==> config.mk <==
export PLATFORM = sky130hd
export DESIGN_NAME = bin2bcd_seq_ctrl
export DESIGN_NICKNAME = d
export VERILOG_FILES = /design/src/rtl/bin2bcd_seq_ctrl.sv
export SDC_FILE = /design/constraint.sdc
export NUM_CORES = 1
export LEC_CHECK = 0
export ABC_AREA = 1
export ABC_CLOCK_PERIOD_IN_PS = 1500
export CAP_MARGIN = 20
export CORE_MARGIN = 2
export CORE_UTILIZATION = 50
export DETAILED_ROUTE_END_ITERATION = 10
export GPL_TIMING_DRIVEN = 1
export HOLD_SLACK_MARGIN = 0.02
export PLACE_DENSITY_LB_ADDON = 0.08
export SYNTH_ARGS = -nofsm -noshare
export SYNTH_HDL_FRONTEND = slang
export SYNTH_SLANG_ARGS = --single-unit
==> constraint.sdc <==
create_clock -name clk -period 1.5 [get_ports clk]
set_input_delay 0.225 -clock clk [delete_from_list [all_inputs] [get_ports clk]]
set_output_delay 0.225 -clock clk [all_outputs]
set_load 0.02 [all_outputs]
==> src/rtl/bin2bcd_seq_ctrl.sv <==
// Sequential binary-to-BCD (double-dabble) converter with start/busy/done handshake.
// Latency: result and done pulse visible WORD_LENGTH+1 cycles after the accepting edge.
// Backpressure: none queued; start is ignored while busy, so the issuer must wait for done.
//
// Ports:
//   clk, reset        - system clock, asynchronous active-high reset
//   start, bin        - conversion request and two's-complement operand (sampled in IDLE)
//   busy              - conversion in progress (registered state decode)
//   done              - one-cycle pulse when H/T/U/sign are updated
//   H, T, U, sign     - hundreds/tens/units BCD digits, sign (1 = non-negative)
module bin2bcd_seq_ctrl #(
    parameter int WORD_LENGTH = 8
) (
    input  logic                   clk,
    input  logic                   reset,
    input  logic                   start,
    input  logic [WORD_LENGTH-1:0] bin,
    output logic                   busy,
    output logic                   done,
    output logic [3:0]             H,
    output logic [3:0]             T,
    output logic [3:0]             U,
    output logic                   sign
);

    typedef enum logic [1:0] {
        IDLE  = 2'd0,
        SHIFT = 2'd1,
        DONE  = 2'd2
    } state_t;

    state_t                     state;
    state_t                     state_next;
    logic [WORD_LENGTH-1:0]     mag;
    logic [WORD_LENGTH-1:0]     mag_in;
    logic [11:0]                scratch;
    logic [11:0]                adj;
    logic [3:0]                 cnt;
    logic                       sign_next;
    logic [11+WORD_LENGTH:0]    shifted;

    // Magnitude in WORD_LENGTH bits; the most-negative operand maps to 2^(WORD_LENGTH-1)
    // when read as unsigned, which still fits the three-digit scratch.
    assign mag_in = bin[WORD_LENGTH-1] ? (~bin + WORD_LENGTH'(1)) : bin;

    // Add-3 correction on the pre-shift nibbles, all three in parallel.
    always_comb begin
        adj = scratch;
        for (int i = 0; i < 3; i++) begin
            if (scratch[4*i +: 4] >= 4'd5) begin
                adj[4*i +: 4] = scratch[4*i +: 4] + 4'd3;
            end
        end
    end

    // One combined shift moves the magnitude MSB into scratch bit 0.
    assign shifted = {adj, mag} << 1;

    assign busy = (state != IDLE);

    always_ff @(posedge clk or posedge reset) begin
        if (reset) begin
            state <= IDLE;
        end else begin
            state <= state_next;
        end
    end

    always_comb begin
        state_next = state;
        unique case (state)
            IDLE:    if (start) state_next = SHIFT;
            // cnt==1 here means this edge performs the final iteration.
            SHIFT:   if (cnt == 4'd1) state_next = DONE;
            DONE:    state_next = IDLE;
            default: state_next = IDLE;
        endcase
    end

    always_ff @(posedge clk or posedge reset) begin
        if (reset) begin
            mag       <= '0;
            scratch   <= '0;
            cnt       <= '0;
            sign_next <= 1'b1;
            H         <= '0;
            T         <= '0;
            U         <= '0;
            sign      <= 1'b1;
            done      <= 1'b0;
        end else begin
            done <= 1'b0;
            unique case (state)
                IDLE: begin
                    if (start) begin
                        mag       <= mag_in;
                        sign_next <= ~bin[WORD_LENGTH-1];
                        scratch   <= '0;
                        cnt       <= 4'(WORD_LENGTH);
                    end
                end
                SHIFT: begin
                    scratch <= shifted[11+WORD_LENGTH:WORD_LENGTH];
                    mag     <= shifted[WORD_LENGTH-1:0];
                    cnt     <= cnt - 4'd1;
                end
                DONE: begin
                    // Outputs are only ever loaded here, so intermediate scratch stays hidden.
                    H    <= scratch[11:8];
                    T    <= scratch[7:4];
                    U    <= scratch[3:0];
                    sign <= sign_next;
                    done <= 1'b1;
                end
                default: ;
            endcase
        end
    end

endmodule

==> flow_summary.json <==
{
  "status": "completed",
  "ir_worst_vdd_uv": 1080,
  "cts_root_buf": "clkbuf_8",
  "worst_slew_pin_slew_ps": 353.6,
  "power_density_nw_per_um2": 1987,
  "dpl.hpwl_um": 2808,
  "fin_setup_tns_ps": 0,
  "placeableCoreArea_um2": 4000,
  "finClkSkew_ps": 4.398,
  "power_frac_seq_pct": 37.8,
  "die_h_um": 68.47,
  "critPathCaptureType": "output pin",
  "met2_usage_pct": 31.85,
  "worstPathCellList": "clkdlybuf4s50_1",
  "clock_sinks": 41,
  "htree_levels": 2,
  "power.leakage_nw": 1.387,
  "cts_tree": "yes",
  "syn_avg_cell_area_um2": 8.732,
  "critPathLaunch": "U[0]",
  "setup_violations": 0,
  "holdBufCountCts": 0,
  "gp_congestion": 0.8449,
  "cts_buffers": 5,
  "finalCritPeriodShare_pct": 97.10,
  "antenna_found_initial": 0,
  "nNetsFinal": 298,
  "rows": 23,
  "finalHoldViolations": 0,
  "cpPeakStageDelay_ps": 600,
  "start_util_pct": 51.95,
  "synth_nets": 258,
  "path_delay_family": "buffers and inverters",
  "switching_share_pct": 40.62,
  "detail-route-antenna-nets": 0,
  "track_usage_pct": 19.62,
  "yosysWarnings": 0,
  "clkTransAtPathRegs_ps": 70,
  "clk-insertion-delay-late_ps": 290,
  "critical_path_buf_inv_count": 1,
  "gr-total-overflow": 0,
  "r2r-end": "scratch[4]",
  "r2r-start": "scratch[0]",
  "drt_wl_total_um": 3752,
  "max_freq_mhz": 686.6,
  "top_usage_layer": "met2",
  "min_path_type": "input pin to async pin",
  "syn_area_um2": 2078,
  "die_area_um2": 4688,
  "drtIter0Drc": 78,
  "io_buffers": 25,
  "pwr-share-clk_pct": 14.2,
  "maxSlewViolCount": 0,
  "dp.cells": 321,
  "period_needed_ps": 1456,
  "area_growth_pct": 23.60,
  "diodes": 0,
  "rsz0062_at_grt": "no",
  "cp.depth": 1,
  "clockBufferDepth": 2,
  "power.internal_mw": 3.030,
  "finalNonFillerCells": 329,
  "reg2reg_depth": 8,
  "fp.dieW_um": 68.47,
  "ys_seq_area_share_pct": 49.49,
  "path_max_fanout": 2,
  "grt_max_degree": 42,
  "use_met3_pct": 4.934,
  "cp.arrival_ps": 1230,
  "synthDistinctLibCells": 25,
  "vias_per_cell": 4.927,
  "grt_pass1_vias": 1572,
  "crit_slowest_cell": "clkdlybuf4s50_1",
  "routedWlPerCell_um": 11.40,
  "drive_gt1_share_pct": 15.41,
  "vias": 1621,
  "power_mw": 5.103,
  "ioPinCount": 26,
  "grt_pass1_wl_um": 6837,
  "ys_ff_latch": 41,
  "crit_path_start_kind": "flip-flop",
  "rrSetupSlack_ps": 140,
  "cap_violations": 0,
  "crit_end": "U[0]",
  "p_comb_share_pct": 48.0,
  "gr-usage-met1_pct": 24.38,
  "syn_inst": 238,
  "cp.required_ps": 1270,
  "critPathKind": "flip-flop to output pin",
  "p_switching_mw": 2.073,
  "postCtsSetupBuffers": 0,
  "drcViolationCount": 0,
  "dr.pass1.iters": 4,
  "max_slew_margin_pct": 76.39
}
power by group through the flow:
stage / logic, mW / clock network [mW] / registers, mW
3_3_place_gp: 2.44 / 0 / 1.93
3_5_place_dp: 2.51 / 0 / 1.94
4_1_cts: 2.49 / 0.754 / 1.93
5_1_grt: 2.85 / 0.802 / 1.99
2_1_floorplan: 1.61 / 0 / 2.04
6_report: 2.45 / 0.725 / 1.93
placed cells by master (no fill, tap or decap), types with 2 or more instances in the layout:
| cell | n |
|---|---|
| nand2_1 | 59 |
| dfrtp_1 | 39 |
| o21ai_0 | 27 |
| inv_1 | 25 |
| nand3_1 | 17 |
| clkdlybuf4s50_1 | 14 |
| buf_4 | 13 |
| nor2_1 | 12 |
| ha_1 | 9 |
| dlymetal6s2s_1 | 9 |
| o21ai_2 | 7 |
| o21ai_1 | 7 |
| inv_2 | 6 |
| a22oi_1 | 6 |
| clkbuf_8 | 6 |
| a21oi_1 | 4 |
| nor2_4 | 2 |
| clkbuf_1 | 2 |
| dlygate4sd2_1 | 2 |
| dfstp_2 | 2 |
registers in the layout, indices dropped and copies added, names as in the netlist:
name / flops
scratch: 12
sign: 1
sign_next: 1
state: 2
T: 4
H: 4
U: 4
done: 1
mag: 8
cnt: 4
timing repair:
| action | 4_1_cts | 5_1_grt |
|---|---|---|
| pin swaps | 0 | 0 |
| gates resized for setup | 2 | 11 |
| setup endpoints to repair | 2 | 14 |
logic make-up after synthesis:
group,count (synthesis),synth area share (%)
AOI/OAI and AO/OA,56,16.62
xor gates and xnor gates,2,0.8430
adders and majority gates,9,5.419
buffers and inverters,37,8.248
DFF,41,49.49
and+or+nand+nor,93,19.39
synthesized netlist by cell type (all sizes together):
cell,instances,area [um^2]
a21oi,4,20.02
o21bai,1,11.26
a31oi,1,6.260
nand2,60,227.7
xnor2,1,8.760
o21ai,41,231.5
nand3,19,107.6
dfstp,2,52.55
dfrtp,39,975.9
a22oi,6,45.04
inv,31,116.4
ha,9,112.6
xor2,1,8.760
o211ai,1,12.51
nor2,14,67.56
o22ai,2,18.77
buf,6,55.05
worst min path at each step:
| stage | start | to | depth (start not counted) |
|---|---|---|---|
| 4_1_cts | reset | done | 3 |
| 3_3_place_gp | T[2] | T[2] | 2 |
| 5_1_grt | reset | T[0] | 3 |
| 6_report | reset | done | 3 |
| 2_1_floorplan | bin[3] | mag[3] | 2 |
| 3_5_place_dp | T[2] | T[2] | 2 |
through the flow:
step	hold WS [ps]	cell area [um^2]	setup slack, ps	util (%)
6_report	276.3	2569	43.53	64.22
5_1_grt	316.9	2569	0.9529	64.22
4_1_cts	289.7	2541	13.35	63.53
3_5_place_dp	472.4	2454	24.63	61.34
3_3_place_gp	465.0	2454	69.41	61.34
2_1_floorplan	392.0	2078	176.1	-
routing by layer:
layer  up-vias  part of all wire (%)
met1       718                    47
li1        856                     -
met2        36                    46
met4         0                   2.6
met5         -                     0
met3        11                   4.4
cell type report:
| type | instances | area, um^2 |
|---|---|---|
| Tap cell | 50 | 62.56 |
| Multi-Input combinational cell | 160 | 883.3 |
| Timing Repair Buffer | 39 | 387.9 |
| Fill cell | 351 | 1431 |
| Sequential cell | 41 | 1028 |
| Inverter | 31 | 116.4 |
| Clock buffer | 8 | 90.09 |
Note: power is estimated with default switching activity, not from simulation.
